<file path="src/rtl/tank_key_pkg.sv">
// Purpose: shared scan-code, prefix, event-code and parser-state definitions for the key decoder.
// Latency: none (constants, types and pure functions only).
// Backpressure: not applicable.
package tank_key_pkg;

    // Scan-code prefixes: extended, break, pause sequence start
    localparam logic [7:0] SC_PFX_EXT   = 8'hE0;
    localparam logic [7:0] SC_PFX_BRK   = 8'hF0;
    localparam logic [7:0] SC_PFX_PAUSE = 8'hE1;

    // Player 1: WASD + J (non-extended)
    localparam logic [7:0] SC_P1_UP    = 8'h1D;
    localparam logic [7:0] SC_P1_DOWN  = 8'h1B;
    localparam logic [7:0] SC_P1_LEFT  = 8'h1C;
    localparam logic [7:0] SC_P1_RIGHT = 8'h23;
    localparam logic [7:0] SC_P1_FIRE  = 8'h3B;

    // Player 2: arrow keys (extended) + main Enter (non-extended)
    localparam logic [7:0] SC_P2_UP    = 8'h75;
    localparam logic [7:0] SC_P2_DOWN  = 8'h72;
    localparam logic [7:0] SC_P2_LEFT  = 8'h6B;
    localparam logic [7:0] SC_P2_RIGHT = 8'h74;
    localparam logic [7:0] SC_P2_FIRE  = 8'h5A;

    // Event codes; direction codes double as the pN_dir encoding
    localparam logic [2:0] EV_UP    = 3'd0;
    localparam logic [2:0] EV_DOWN  = 3'd1;
    localparam logic [2:0] EV_LEFT  = 3'd2;
    localparam logic [2:0] EV_RIGHT = 3'd3;
    localparam logic [2:0] EV_FIRE  = 3'd4;

    typedef enum logic [1:0] {
        ST_IDLE    = 2'd0,
        ST_EXT     = 2'd1,
        ST_BRK     = 2'd2,
        ST_EXT_BRK = 2'd3
    } parse_state_e;

    typedef struct packed {
        logic       hit;
        logic       player;
        logic [2:0] code;
    } key_hit_t;

    // Map a final scan-code byte (with its extended flag) to player/key
    function automatic key_hit_t decode_key(input logic [7:0] sc, input logic ext);
        key_hit_t r;
        r     = '0;
        r.hit = 1'b1;
        if (!ext) begin
            case (sc)
                SC_P1_UP:    begin r.player = 1'b0; r.code = EV_UP;    end
                SC_P1_DOWN:  begin r.player = 1'b0; r.code = EV_DOWN;  end
                SC_P1_LEFT:  begin r.player = 1'b0; r.code = EV_LEFT;  end
                SC_P1_RIGHT: begin r.player = 1'b0; r.code = EV_RIGHT; end
                SC_P1_FIRE:  begin r.player = 1'b0; r.code = EV_FIRE;  end
                SC_P2_FIRE:  begin r.player = 1'b1; r.code = EV_FIRE;  end
                default:     r.hit = 1'b0;
            endcase
        end else begin
            case (sc)
                SC_P2_UP:    begin r.player = 1'b1; r.code = EV_UP;    end
                SC_P2_DOWN:  begin r.player = 1'b1; r.code = EV_DOWN;  end
                SC_P2_LEFT:  begin r.player = 1'b1; r.code = EV_LEFT;  end
                SC_P2_RIGHT: begin r.player = 1'b1; r.code = EV_RIGHT; end
                default:     r.hit = 1'b0;
            endcase
        end
        return r;
    endfunction

    // Highest-priority held direction (up > down > left > right), else keep last
    function automatic logic [1:0] pick_dir(input logic [3:0] held, input logic [1:0] last);
        logic [1:0] r;
        r = last;
        if (held[0])      r = 2'd0;
        else if (held[1]) r = 2'd1;
        else if (held[2]) r = 2'd2;
        else if (held[3]) r = 2'd3;
        return r;
    endfunction

endpackage

</file>
<file path="src/rtl/key_event_fifo.sv">
// Purpose: small event FIFO (4-bit entries) with registered count and sticky overflow flag.
// Latency: one cycle from push to vld_o when empty; head data is combinational from storage.
// Backpressure: push into a full FIFO is dropped (sets overflow) unless a pop happens in the same cycle.
module key_event_fifo #(
    parameter int FIFO_DEPTH = 4
) (
    input  logic       clk,
    input  logic       rst,
    input  logic       push_i,
    input  logic [3:0] push_dat_i,
    input  logic       pop_rdy_i,
    output logic       vld_o,
    output logic [3:0] dat_o,
    output logic       overflow_o
);
    localparam int AW = $clog2(FIFO_DEPTH);
    localparam int CW = $clog2(FIFO_DEPTH + 1);

    logic [3:0]    mem_q [FIFO_DEPTH];
    logic [AW-1:0] wr_ptr_q, rd_ptr_q;
    logic [CW-1:0] count_q;
    logic          ovf_q;
    logic          full, pop, push_ok;

    assign full    = (count_q == CW'(FIFO_DEPTH));
    assign vld_o   = (count_q != '0);
    assign pop     = vld_o && pop_rdy_i;
    // A simultaneous pop frees the slot the push needs
    assign push_ok = push_i && (!full || pop);

    assign dat_o      = vld_o ? mem_q[rd_ptr_q] : 4'h0;
    assign overflow_o = ovf_q;

    // Storage write; contents are don't-care until counted valid
    always_ff @(posedge clk) begin
        if (push_ok) mem_q[wr_ptr_q] <= push_dat_i;
    end

    // Pointers (wrap naturally, depth is a power of two), occupancy and overflow
    always_ff @(posedge clk) begin
        if (rst) begin
            wr_ptr_q <= '0;
            rd_ptr_q <= '0;
            count_q  <= '0;
            ovf_q    <= 1'b0;
        end else begin
            if (push_ok) wr_ptr_q <= wr_ptr_q + 1'b1;
            if (pop)     rd_ptr_q <= rd_ptr_q + 1'b1;
            if (push_ok && !pop)      count_q <= count_q + 1'b1;
            else if (!push_ok && pop) count_q <= count_q - 1'b1;
            if (push_i && !push_ok)   ovf_q <= 1'b1;
        end
    end
endmodule

</file>
<file path="src/rtl/key_cmd_decoder.sv">
// Purpose: PS/2 scan-code parser producing two-player tank direction/move state and a key event stream.
// Latency: held bits, dir/move and ev_valid (FIFO empty) update one cycle after the decoding key_valid.
// Backpressure: ev_valid/ev_ready stream buffered by key_event_fifo; drops set sticky ev_overflow.
// Build option: define KEY_TYPEMATIC_FILTER_EN to suppress events for typematic repeats of held keys.
module key_cmd_decoder
    import tank_key_pkg::*;
#(
    parameter int FIFO_DEPTH = 4
) (
    input  logic       clk,
    input  logic       rst,
    input  logic [7:0] key_data,
    input  logic       key_valid,
    output logic [1:0] p1_dir,
    output logic [1:0] p2_dir,
    output logic       p1_move,
    output logic       p2_move,
    output logic [3:0] ev_data,
    output logic       ev_valid,
    input  logic       ev_ready,
    output logic       ev_overflow
);
    parse_state_e    state_q, state_d;
    key_hit_t        hit;
    logic            dec_vld, dec_brk;
    logic [1:0][4:0] held_q, held_d;
    logic [1:0][1:0] dir_q, dir_d;
    logic            push;
    logic [3:0]      push_dat;

    // Parser state register; reset drops any partial prefix sequence
    always_ff @(posedge clk) begin
        if (rst) state_q <= ST_IDLE;
        else     state_q <= state_d;
    end

    // Parser next state and decode strobe for the final byte of a sequence
    always_comb begin
        state_d = state_q;
        dec_vld = 1'b0;
        dec_brk = (state_q == ST_BRK) || (state_q == ST_EXT_BRK);
        hit     = decode_key(key_data, (state_q == ST_EXT) || (state_q == ST_EXT_BRK));
        if (key_valid) begin
            if (key_data == SC_PFX_EXT) begin
                // E0 from anywhere restarts an extended sequence
                state_d = ST_EXT;
            end else if (key_data == SC_PFX_BRK && state_q == ST_IDLE) begin
                state_d = ST_BRK;
            end else if (key_data == SC_PFX_BRK && state_q == ST_EXT) begin
                state_d = ST_EXT_BRK;
            end else if (key_data == SC_PFX_PAUSE) begin
                // Pause sequences are not used; just resync
                state_d = ST_IDLE;
            end else begin
                state_d = ST_IDLE;
                dec_vld = hit.hit;
            end
        end
    end

    // Held-key, direction and event-push decisions for a decoded key
    always_comb begin
        held_d   = held_q;
        dir_d    = dir_q;
        push     = 1'b0;
        push_dat = 4'h0;
        if (dec_vld) begin
            push_dat = {hit.player, hit.code};
            if (!dec_brk) begin
                held_d[hit.player][hit.code] = 1'b1;
                if (hit.code != EV_FIRE) dir_d[hit.player] = hit.code[1:0];
`ifdef KEY_TYPEMATIC_FILTER_EN
                push = !held_q[hit.player][hit.code];
`else
                push = 1'b1;
`endif
            end else begin
                held_d[hit.player][hit.code] = 1'b0;
                // Releasing the active direction falls back to the best still-held one
                if (hit.code != EV_FIRE && dir_q[hit.player] == hit.code[1:0])
                    dir_d[hit.player] = pick_dir(held_d[hit.player][3:0], dir_q[hit.player]);
            end
        end
    end

    // Held-key and direction registers
    always_ff @(posedge clk) begin
        if (rst) begin
            held_q <= '0;
            dir_q  <= '0;
        end else begin
            held_q <= held_d;
            dir_q  <= dir_d;
        end
    end

    assign p1_dir  = dir_q[0];
    assign p2_dir  = dir_q[1];
    assign p1_move = |held_q[0][3:0];
    assign p2_move = |held_q[1][3:0];

    key_event_fifo #(
        .FIFO_DEPTH (FIFO_DEPTH)
    ) u_fifo (
        .clk        (clk),
        .rst        (rst),
        .push_i     (push),
        .push_dat_i (push_dat),
        .pop_rdy_i  (ev_ready),
        .vld_o      (ev_valid),
        .dat_o      (ev_data),
        .overflow_o (ev_overflow)
    );
endmodule

</file>
<file path="config.mk">
export PLATFORM = sky130hd
export DESIGN_NAME = key_cmd_decoder
export DESIGN_NICKNAME = d
export VERILOG_FILES = /design/src/rtl/tank_key_pkg.sv /design/src/rtl/key_event_fifo.sv /design/src/rtl/key_cmd_decoder.sv
export SDC_FILE = /design/constraint.sdc
export NUM_CORES = 1
export LEC_CHECK = 0
export ABC_AREA = 1
export CAP_MARGIN = 30
export CORE_MARGIN = 2
export CORE_UTILIZATION = 57
export CTS_CLUSTER_DIAMETER = 200
export DETAILED_ROUTE_END_ITERATION = 7
export GPL_TIMING_DRIVEN = 1
export PLACE_DENSITY_LB_ADDON = 0.05
export RECOVER_POWER = 50
export SLEW_MARGIN = 10
export SYNTH_ARGS = -nofsm -noshare
export SYNTH_HDL_FRONTEND = slang
export SYNTH_HIERARCHICAL = 1
export SYNTH_SLANG_ARGS = --single-unit
</file>
<file path="constraint.sdc">
create_clock -name clk -period 3.4 [get_ports clk]
set_clock_uncertainty 0.05 [all_clocks]
set_input_delay 0.51 -clock clk [delete_from_list [all_inputs] [get_ports clk]]
set_output_delay 0.51 -clock clk [all_outputs]
set_load 0.02 [all_outputs]
</file>
Word-level counts from Yosys, hierarchy flattened
Memory sizes are Yosys's and may differ from the RTL's. A register that Yosys moved wholly into a read port is not among the register bits.
Index checks and enable logic that the tools add are counted.

cells by class
  add/sub/neg operators = 4
  magnitude comparators = 4
  equality and inequality tests = 20
  reductions and logical operators = 25
  muxes and demuxes = 46
  bitwise gates (word level) = 3

operators by type and width
  kind                   count
  $eq A8 B7 Y1 const B   5
  $mux W2                15
  $mux W4                7
  $eq A8 B5 Y1 const B   3
  $eq A8 B8 Y1 const B   3
  $pmux W4 S5            1
  $eq A8 B6 Y1 const B   2
  $pmux W4 S4            1
  $mux W1                12
  $reduce_or A4 Y1       3
  $and A10 B10 Y10       1
  $logic_and A1 B1 Y1    10
  $mux W10               1
  $mux W5                2
  $not A10 Y10           1
  $or A10 B10 Y10        1
  $bwmux W4              2
  $mux W3                2
  $reduce_or A6 Y1       1
  $demux W5 S1           1
  $add A2 B1 Y2 const B  2
  $eq A2 B2 Y1 const B   2
  $lt A3 B4 Y1 const B   1
  $reduce_bool A2 Y1     2
  other kinds (17)       21

storage, ports and cells
  flip-flop bits (word level) = 24
  input bits = 12
  memories kept = 1
  memory bits (writable) = 16

memory list
  memory        depth  bits a word  read ports  clocked after Yosys merged registers in  wr ports  RTL line              source
  u_fifo.mem_q  4      4            1           1                                        1         key_event_fifo.sv:19  logic [3:0] mem_q [FIFO_DEPTH];

Logic depth before layout (Yosys ltp)
Gate-level depths: netlist of run 1.

  word-level depth = 24
  depth in mapped cells = 20
  gate-level depth less buffers = 20

Cells and area by module
Netlist of run 1, hierarchy kept.

by module, submodules not included
  module           seq. area each (sq um)  area an instance (sq um)  instances  cells each
  key_cmd_decoder  280.3                   1188.6                    1          209
  key_event_fifo   680.7                   1166.1                    1          122

Least setup slack after synthesis of run 1
OpenSTA, ideal clock, no wires.

  kind = input-to-reg
  start = input port key_data[7]
  end = register u_fifo.count_q[2]
  buffers on the path = 0
  arrival = 2.514 ns
  stages = 20
  slack = 0.723 ns
  data required time = 3.237 ns
  library setup time = 0.113 ns
  cells stage by stage = inv_1 -> nand2_1 -> nor2_4 -> nand2_2 -> nand2_2 -> nor2_4 -> nand2_4 -> nand3_2 -> nor2_1 -> nand2_1 -> inv_1 -> ha_1 -> inv_1 -> fa_1 -> inv_1 -> nand2_1 -> nand3_1 -> nand2_1 -> nand2_1 -> nor2_1

on the way
  word-level cells in the longest chain between the ends = 14
  elaborated cells between the ends (all ways) = 32

RTL lines
  what                                                                          RTL line                                source
  start, declared                                                               key_cmd_decoder.sv:12                   input logic [7:0] key_data,
  $eq A8 B7 Y1 (tied with other cells)                                          tank_key_pkg.sv:51                      case (sc)
  $reduce_or A6 Y1 (no source line) / $reduce_or A4 Y1 (equally long branches)  --
  $mux W1 (on tied branches)                                                    tank_key_pkg.sv:51, tank_key_pkg.sv:61
  $mux W5                                                                       tank_key_pkg.sv:50                      if (!ext) begin
  $mux W1                                                                       key_cmd_decoder.sv:51                   end else if (key_data == SC_PFX_PAUSE) begin
  $mux W1                                                                       key_cmd_decoder.sv:49                   end else if (key_data == SC_PFX_BRK && state_q == ST_EXT) begin
  $mux W1                                                                       key_cmd_decoder.sv:47                   end else if (key_data == SC_PFX_BRK && state_q == ST_IDLE) begin
  $mux W1 *                                                                     key_cmd_decoder.sv:44                   if (key_data == SC_PFX_EXT) begin
  $mux W1 *                                                                     key_cmd_decoder.sv:43                   if (key_valid) begin
  $mux W1 *                                                                     key_cmd_decoder.sv:67                   if (dec_vld) begin
  net push                                                                      key_cmd_decoder.sv:28                   logic push;
  $logic_and A1 B1 Y1 *                                                         key_event_fifo.sv:29                    assign push_ok = push_i && (!full || pop);
  net u_fifo.push_ok                                                            key_event_fifo.sv:23                    logic full, pop, push_ok;
  $logic_not A1 Y1                                                              key_event_fifo.sv:50                    else if (!push_ok && pop) count_q <= count_q - 1'b1;
  $logic_and A1 B1 Y1                                                           key_event_fifo.sv:50
  $reduce_bool A2 Y1 (no source line)                                           --
  end signal, assigned                                                          key_event_fifo.sv:49                    if (push_ok && !pop) count_q <= count_q + 1'b1;
  end signal, assigned                                                          key_event_fifo.sv:50
  end, declared                                                                 key_event_fifo.sv:21                    logic [CW-1:0] count_q;

Mark *: on every way through the listed nets, which the timed path passes. The rest lies on a longest branch.
A chain may end at the register's enable or synchronous reset.

Worst setup path in the final report of run 1
  start = input port key_data[2]
  end = register u_fifo.count_q[2]

The elaborated chain is that of the path after synthesis.

==> run metrics, run 1 <==
Combinational Power Share=0.290; internal power=between 900 and 1000 uW; hpwl dp=around 3500 um; Pleak=between 0.001 and 0.0015 uW; placed cells=between 400 and 500; root buf cell=clkbuf_8; final net count=377; clock share of power=0.279; compound-cell area share of the yosys netlist=0.0919; Hold-fix buffers, CTS=0; vias per cell=approximately 5; placed cell area=between 0.002 and 0.003 mm2; clock transition at the registers of the reported paths=around 70 ps; clock period minus final worst setup slack=2990 ps; HP Start=u_fifo/overflow_o; synthesized cell area=roughly 0.0024 mm2; post-synthesis xor/xnor area fraction=0.00372; routed wire length=about 4400 um; antenna viol nets, final=0; reg2reg end=u_fifo/count_q[1]; Post-Synthesis Cells=about 330; fin area=~0.0027 mm2; CTS tree=done; initial antenna violation count=0; FP Rows=23; vias in the first global route=about 1,700; post-synthesis mux area share=0; crit start category=primary input; first-pass GRT wire length=a little over 7000 um; Post-Layout Cell Count=just over 400; Slew Viols, Final=0; WS Path Type=in -> reg; FMAX=0.335 GHz; Post-CTS Setup Repair Bufs=0; Syn. warnings=6; ANT cells=0; register share of total power=0.431; Die Y=68.3 um; Post-Synth Adder-Cell Area=0.0351; Required @ worst endpoint=3530 ps; final setup fails=0; port bufs=23; Syn Nets=roughly 350; Rel. slew slack=0.681; Die ar.=0.00466 mm2; Synth Area in Simple Gates=0.371; main combinational cell family by area after synthesis=simple AND/OR/NAND/NOR gates; Sink Count=40; max cap viols=0; FF-to-FF Start=state_q[0]; routability cong.=just over 0.9; pwr dens=481 mW/mm2; Least-Margin Pin Slew=between 400 and 500 ps; Iteration-0 DRC Markers=~110; # IOs=24; worst-skew pair later-pin latency=280 ps; DRC viols=0; r2r worst-path depth=12; fillers=352; all-layer global routing usage=0.208; largest net degree at the start of global routing=13; Bufs on Longest Clock Path=2; Hold Path Depth=2; status=finished clean; htree depth=2; Syn-to-layout area delta=15.8%; min-delay worst type=reg -> reg; setup TNS=0 ps; Final Hold Fails=0; Hold EP=u_fifo/overflow_o; fin util=0.682; PostCTS Resize Cnt=0; die width=68.3 um; #FFs+latches synth=40; via count=between 2,000 and 2,500; VDD IR max=between 0.00015 and 0.0002 V; RSZ-0062 raised after global routing=false; Cell variety after synth=28; WL per Instance=approximately 11 um; CP arrival=3120 ps; layout cells sized above 1=0.108; CP Max Fanout=7; Switching Share=0.313; sequential share of the synthesized area=0.408; initial core utilization=0.589; setup ws final=between 400 and 500 ps; CP endpoint kind=flip-flop; Pre-antenna DRT Iters=4; R2R Setup Slk=~1100 ps; Net Switching=slightly above 400 uW; global route overflow=0; core region area=around 0.0040 mm2; fin crit share=0.878; Synth Area per Inst=7.11 um2; CTS Buf Count=5; Placement Setup Slack=around 170 ps
-- how the worst max path moves through the flow --
stage / start / to / slack, ps / cells past startpoint
finish: key_data[2] / u_fifo/count_q[2] / 410 / 21
floorplan: key_data[7] / u_fifo/count_q[2] / 720 / 20
global placement: key_data[3] / u_fifo/count_q[2] / 240 / 20
global route: key_data[2] / u_fifo/count_q[2] / 170 / 21
detailed placement: key_data[0] / u_fifo/count_q[2] / 170 / 20
CTS: key_data[0] / u_fifo/count_q[2] / 480 / 20
-- Yosys cell counts --
master / instances / share of area
edfxtp_1: 16 / 0.20
o211ai_1: 1 / 0.0032
a21oi_2: 1 / 0.0037
nand3_1: 25 / 0.053
nand2_8: 1 / 0.0085
a21oi_1: 19 / 0.040
dfxtp_1: 24 / 0.20
nand2_4: 2 / 0.0096
nor4_1: 1 / 0.0027
nor3_2: 1 / 0.0043
fa_1: 1 / 0.0085
buf_2: 2 / 0.0043
o21ai_0: 16 / 0.034
nor2_1: 62 / 0.099
inv_2: 9 / 0.014
clkbuf_1: 1 / 0.0016
nand3b_1: 1 / 0.0032
nor2_2: 4 / 0.011
nand4_1: 2 / 0.0053
ha_1: 5 / 0.027
inv_1: 44 / 0.070
nand2_2: 11 / 0.029
xor2_1: 1 / 0.0037
o21ai_1: 2 / 0.0043
nand2_1: 69 / 0.11
nor2_4: 3 / 0.014
nand3_2: 5 / 0.021
a211oi_1: 2 / 0.0064
-- kinds of logic after synthesis --
| kind of cell | Yosys count |
|---|---|
| xor gates and xnor gates | 1 |
| AOI/OAI and AO/OA | 41 |
| buffers and inverters | 56 |
| DFF | 40 |
| and+or+nand+nor | 187 |
| adders and majority gates | 6 |
-- per-layer routing --
metal / wire [um] / share of wire / track usage / vias to the layer above
met1: 2100 / 0.48 / 0.247 / 888
met5: 0 / 0 / 0 / -
li1: - / - / - / 1100
met3: 146 / 0.033 / 0.0411 / 5
met4: 49 / 0.011 / 0.0825 / 0
met2: 2110 / 0.48 / 0.369 / 38
-- power groups by stage --
stage	Combinational, uW	Sequential, uW	Clock, uW
2_1_floorplan	265	559	0
3_3_place_gp	380	575	0
3_5_place_dp	387	576	0
4_1_cts	388	566	380
5_1_grt	425	570	394
6_report	380	565	366
-- layout make-up --
type | instances | area (um2) | area share
clock inverters | 2 | 35.0 | 0.0128
flip-flops and latches | 40 | 961 | 0.352
clock buffers | 6 | 72.6 | 0.0266
multi-input cells | 235 | 1160 | 0.427
well taps | 50 | 62.6 | 0.0229
repair buffers | 24 | 234 | 0.0858
inverters | 53 | 199 | 0.0729
-- stage by stage --
step           power, uW  hold WS, ps
2_1_floorplan        824          399
3_5_place_dp         963          395
6_report            1310          397
5_1_grt             1390          429
3_3_place_gp         955          393
4_1_cts             1330          406
-- worst max-delay path, cell delays in order --
cell             delay, ps
clkdlybuf4s50_1        440
inv_1                   90
nand2_1                 90
nor2_1                 150
nand2_1                100
inv_2                   50
nor2_1                  50
nand2_4                120
nand3_1                200
nor2_1                 170
nand2_1                130
inv_1                   80
ha_1                   160
inv_1                   70
fa_1                   370
inv_1                   60
nand2_1                 50
nand3_1                 80
nand2_1                 50
nand2_1                 50
nor2_1                  40
-- placed cells by master, fill, tap and decap left out, drive strengths merged --
| cell type | synthesis | layout |
|---|---|---|
| a211oi | 2 | 2 |
| a21oi | 20 | 20 |
| bufinv | 0 | 1 |
| clkbuf | 1 | 7 |
| clkdlybuf4s50 | 0 | 13 |
| clkinv | 0 | 1 |
| dfxtp | 24 | 24 |
| dlygate4sd3 | 0 | 10 |
| edfxtp | 16 | 16 |
| fa | 1 | 1 |
| ha | 5 | 5 |
| inv | 53 | 53 |
| nand2 | 83 | 83 |
| nand3 | 30 | 30 |
| nand3b | 1 | 1 |
| nand4 | 2 | 2 |
| nor2 | 69 | 69 |
| nor3 | 1 | 1 |
| nor4 | 1 | 1 |
| o211ai | 1 | 1 |
| o21ai | 18 | 18 |
| xor2 | 1 | 1 |
No activity file was read; power rests on OpenSTA's default activity.
==> run 2, diff against run 1 <==
==> constraint.sdc (replaced) <==
create_clock -name clk -period 3.4 [get_ports clk]
set_clock_uncertainty 0.05 [all_clocks]
set_input_delay 0.51 -clock clk [delete_from_list [all_inputs] [get_ports clk]]
set_output_delay 0.51 -clock clk [all_outputs]
set_load 0.005 [all_outputs]
==> run 2 against run 1 <==
Effect of this change: final area about the same; core utilization down 0.062 points; global-route usage unchanged; non-clock buffer count unchanged; clock-buffer cell count unchanged; highest routed layer unchanged.
==> run metrics, run 2 (synthesized netlist as in run 1, its figures left out) <==
Rel. slew slack=0.682 (was 0.681); status=finished clean (unchanged); Slowest-stage cell, CP=clkdlybuf4s50_1 (unchanged); hpwl dp=3500 um (unchanged); min-delay worst type=reg -> reg (unchanged); Final Hold Fails=0 (unchanged); FP Rows=23 (unchanged); most common cell after layout, fill and taps aside=nand2_1 (unchanged); Required @ worst endpoint=3530 ps (about the same); CTS tree=done (unchanged); CP max stage delay=440 ps (about the same); FF-to-FF Start=state_q[0] (unchanged); VDD IR max=0.000187 V (was 0.000196 V); Least-Margin Pin Slew=477 ps (was 478 ps); reg2reg end=u_fifo/count_q[1] (unchanged); HP Start=u_fifo/overflow_o (unchanged); PostCTS Resize Cnt=0 (unchanged); CP Cell Sequence=clkdlybuf4s50_1, inv_1, nand2_1, nor2_1, nand2_1, inv_2, nor2_1, nand2_4, nand3_1, nor2_1, nand2_1, inv_1, ha_1, inv_1, fa_1, inv_1, nand2_1, nand3_1, nand2_1, nand2_1, nor2_1 (unchanged); routed wire length=4400 um (unchanged); WHS=397 ps (about the same); first-pass GRT wire length=7220 um (unchanged); FMAX=0.335 GHz (about the same); RSZ-0062 raised after global routing=false (unchanged); Syn-to-layout area delta=15.7% (was 15.8%); CP arrival=3120 ps (about the same); final net count=377 (unchanged); Hold-fix buffers, CTS=0 (unchanged); crit path from=key_data[2] (unchanged); Pleak=0.00122 uW (was 0.00123 uW); Bufs on Longest Clock Path=2 (unchanged); DRC viols=0 (unchanged); vias per cell=4.97 (was 4.95); global route overflow=0 (unchanged); highest-count cells in the layout ignoring fill and taps=nand2_1 (70), nor2_1 (65), inv_1 (45) (was nand2_1 (69), nor2_1 (65), inv_1 (45)); via count=2,036 (was 2,031); core region area=0.00400 mm2 (unchanged); WS Path Type=in -> reg (unchanged); Slew Viols, Final=0 (unchanged); CP endpoint kind=flip-flop (unchanged); initial antenna violation count=0 (unchanged); Post-CTS Setup Repair Bufs=0 (unchanged); CP Max Fanout=7 (unchanged); fin crit share=0.878 (about the same); R2R Setup Slk=1050 ps (about the same); ANT cells=0 (unchanged); layout cells sized above 1=0.106 (was 0.108); clock transition at the registers of the reported paths=70 ps (about the same); most used cell along the critical path=nand2_1 (unchanged); initial core utilization=0.589 (unchanged); r2r worst-path depth=12 (unchanged); Iteration-0 DRC Markers=110 (was 111); root buf cell=clkbuf_8 (unchanged); largest net degree at the start of global routing=13 (unchanged); Die ar.=0.00466 mm2 (unchanged); routability cong.=0.913 (unchanged); die width=68.3 um (unchanged); antenna viol nets, final=0 (unchanged); fillers=353 (was 352); Hold Path Depth=2 (unchanged); worst setup path endpoint=u_fifo/count_q[2] (unchanged); Die Y=68.3 um (unchanged); Sink Count=40 (unchanged); setup TNS=0 ps (unchanged); # IOs=24 (unchanged); max cap viols=0 (unchanged); port bufs=23 (unchanged); CTS Buf Count=5 (unchanged); htree depth=2 (unchanged); vias in the first global route=1,735 (unchanged); crit start category=primary input (unchanged); final setup fails=0 (unchanged); WL per Instance=10.7 um (unchanged); all-layer global routing usage=0.208 (unchanged); fin util=0.681 (was 0.682); Pre-antenna DRT Iters=4 (unchanged); pwr dens=462 mW/mm2 (was 481 mW/mm2); worst-skew pair later-pin latency=280 ps (about the same); clock period minus final worst setup slack=2990 ps (about the same)
[run 2: cell types whose count changed in the layout (fill, tap and decap cells not counted), sizes merged]
cell,previous run,this run
dlygate4sd3,10,9
clkdlybuf4s50,13,14
[run 2: metrics by stage]
step | worst slack [ps] | cell area (um2) | power (uW) | std cells
after floorplan | 723 | 2350 | 773 | 331
after global routing | 175 | 2730 | 1340 | 410
after CTS | 481 | 2750 | 1280 | 410
final | 415 | 2730 | 1260 | 410
after detailed placement | 167 | 2640 | 911 | 402
after global placement | 243 | 2640 | 903 | 402
[run 2: critical path, delay by kind of cell]
kind	cells	cell delay, ps
simple gates	13	1280
buf+inv	6	790
fa+ha+maj	2	530
[run 2: routing by layer]
layer	up-vias	share of wire	global-route usage	wire [um]
met3	5	0.034	0.0411	149
met1	892	0.47	0.247	2090
met4	0	0.011	0.0825	49
li1	1099	-	-	-
met5	-	0	0	0
met2	40	0.48	0.369	2110
[run 2: power breakdown]
part,switching [uW],total (uW),internal [uW]
Combinational,168,328,160
Sequential,40.9,565,524
Clock,149,367,218
[run 2: worst min path at each step]
stage                             end
floorplan           u_fifo/overflow_o
global placement    u_fifo/overflow_o
detailed placement  u_fifo/overflow_o
CTS                 u_fifo/overflow_o
global route        u_fifo/overflow_o
finish              u_fifo/overflow_o
[run 2: layout make-up]
class,instances,area (um2),area share
Clock buffer,6,72.6,0.0266
Clock inverter,2,35.0,0.0129
Timing Repair Buffer,24,234,0.0859
Multi-Input combinational cell,235,1160,0.426
Tap cell,50,62.6,0.0230
Sequential cell,40,961,0.353
Inverter,53,199,0.0730
==> run 3, diff against run 2 <==
--- a/config.mk
+++ b/config.mk
@@ -8,8 +8,8 @@
 export ABC_AREA = 1
 export CAP_MARGIN = 30
 export CORE_MARGIN = 2
-export CORE_UTILIZATION = 57
-export CTS_CLUSTER_DIAMETER = 200
+export CORE_UTILIZATION = 45
+export CTS_CLUSTER_DIAMETER = 150
 export DETAILED_ROUTE_END_ITERATION = 7
 export GPL_TIMING_DRIVEN = 1
 export PLACE_DENSITY_LB_ADDON = 0.05
==> constraint.sdc (replaced) <==
create_clock -name clk -period 2.9 [get_ports clk]
set_clock_uncertainty 0.05 [all_clocks]
set_input_delay 0.435 -clock clk [delete_from_list [all_inputs] [get_ports clk]]
set_output_delay 0.435 -clock clk [all_outputs]
set_load 0.005 [all_outputs]
==> run 3 against run 2 <==
Effect of this change: clock power increased by 46%; wire length grew 4.7%; sequential power up 17%; flip-flop and latch count unchanged; die area is 25% higher; power grew 26%; final cell count grew 6.6%; combinational power increased by 20%; via count fell by 0.34%; non-clock buffer count increased by 7; critical endpoint unchanged; largest cell class unchanged.
==> run metrics, run 3 (synthesized netlist as in run 1, its figures left out) <==
min-delay worst type=reg -> reg (unchanged); Required @ worst endpoint=3040 ps (was 3530 ps); RSZ-0062 raised after global routing=false (unchanged); FP Rows=26 (was 23); Sink Count=40 (unchanged); routability cong.=0.890 (was 0.913); CTS Buf Count=5 (unchanged); fillers=535 (was 353); fin util=0.559 (was 0.681); Pre-antenna DRT Iters=4 (unchanged); WS Path Type=in -> reg (unchanged); setup ws final=298 ps (was 415 ps); via count=2,029 (was 2,036); CTS tree=done (unchanged); final setup fails=0 (unchanged); DRC viols=0 (unchanged); placed cell area=0.00272 mm2 (was 0.00264 mm2); WL per Instance=10.5 um (was 10.7 um); crit path from=key_data[0] (was key_data[2]); layout cells sized above 1=0.125 (was 0.106); Least-Margin Pin Slew=385 ps (was 477 ps); crit start category=primary input (unchanged); FMAX=roughly 0.38 GHz; clock transition at the registers of the reported paths=80 ps (was 70 ps); final net count=384 (was 377); Placement Setup Slack=-13.7 ps (was 167 ps); htree depth=2 (unchanged); clock period minus final worst setup slack=between 2000 and 3000 ps; global route overflow=0 (unchanged); CP endpoint kind=flip-flop (unchanged); Hold-fix buffers, CTS=0 (unchanged); largest net degree at the start of global routing=14 (was 13); status=finished clean (unchanged); core region area=0.00507 mm2 (was 0.00400 mm2); port bufs=23 (unchanged); pwr dens=560 mW/mm2 (was 462 mW/mm2); Syn-to-layout area delta=20.5% (was 15.7%); FF-to-FF Start=state_q[0] (unchanged); PostCTS Resize Cnt=0 (unchanged); first-pass GRT wire length=8020 um (was 7220 um); Iteration-0 DRC Markers=109 (was 110); Final Hold Fails=0 (unchanged); fin area=0.00284 mm2 (was 0.00273 mm2); Die Y=76.3 um (was 68.3 um); max cap viols=0 (unchanged); total power=1590 uW (was 1260 uW); Post-CTS Setup Repair Bufs=0 (unchanged); HP Start=u_fifo/overflow_o (unchanged); most common cell after layout, fill and taps aside=nand2_1 (unchanged); Rel. slew slack=0.742 (was 0.682); worst-skew pair later-pin latency=290 ps (was 280 ps); vias in the first global route=1,799 (was 1,735); Slew Viols, Final=0 (unchanged); routed wire length=4600 um (was 4400 um); Die ar.=0.00583 mm2 (was 0.00466 mm2); CP arrival=2750 ps (was 3120 ps); initial antenna violation count=0 (unchanged); all-layer global routing usage=0.171 (was 0.208); die width=76.3 um (was 68.3 um); Bufs on Longest Clock Path=2 (unchanged); initial core utilization=0.464 (was 0.589); Pleak=0.00126 uW (was 0.00122 uW); hpwl dp=3660 um (was 3500 um); root buf cell=clkbuf_8 (unchanged); fin crit share=0.897; VDD IR max=0.000258 V (was 0.000187 V); antenna viol nets, final=0 (unchanged); CP Max Fanout=3 (was 7); # IOs=24 (unchanged); vias per cell=4.64 (was 4.97); highest-count cells in the layout ignoring fill and taps=nand2_1 (70), nor2_1 (64), inv_1 (44) (was nand2_1 (70), nor2_1 (65), inv_1 (45)); ANT cells=0 (unchanged)
-- run 3: cell types whose count changed in the layout (fill, tap and decap cells not counted), sizes merged --
cell    previous run  this run
buf                0         6
inv               53        52
clkbuf             7         8
bufinv             1         2
-- run 3: critical path, cell delays in order --
cell             delay (ps)
clkdlybuf4s50_1         510
nand2_1                  90
nor2_1                  180
nand2_1                  70
nand2_1                  90
a21oi_1                  40
nand3_1                  80
nand3_2                  70
nor2_1                  120
nand2_1                  80
inv_1                    60
ha_1                    140
inv_1                    60
fa_1                    370
inv_1                    70
nand2_1                  40
nand3_1                  80
nand2_1                  70
nand2_1                  50
nor2_1                   40
-- run 3: per-stage QoR --
step           instances  hold WS [ps]  setup TNS [ps]
2_1_floorplan        331           391               0
3_3_place_gp         429           386               0
3_5_place_dp         429           393           -13.7
4_1_cts              437           405               0
5_1_grt              437           425               0
6_report             437           397               0
-- run 3: worst paths after layout --
kind	cells past startpoint	slack (ps)	endpoint
worst max-delay path	20	300	u_fifo/count_q[2]
worst min-delay path	2	400	u_fifo/overflow_o
worst max register to register	15	900	u_fifo/count_q[2]
worst min register to register	2	400	u_fifo/overflow_o
-- run 3: per-layer routing --
metal	vias to the layer above	share of wire	GRT usage	wire length, um
met2	23	0.49	0.291	2250
met3	7	0.027	0.0391	124
met1	878	0.47	0.216	2180
li1	1121	-	-	-
met4	0	0.011	0.0527	51
met5	-	0	0	0
-- run 3: layout make-up --
cell class,instances,area (um2),share of cell area
Sequential cell,40,961,0.339
Clock buffer,6,72.6,0.0256
Multi-Input combinational cell,235,1170,0.414
Inverter,53,199,0.0701
Timing Repair Buffer,31,283,0.0997
Clock inverter,2,60.1,0.0212
Tap cell,70,87.6,0.0309
-- run 3: power by group --
part / internal [uW] / switching, uW
Clock: 344 / 191
Combinational: 189 / 203
Sequential: 615 / 45.6
Total: 1150 / 440
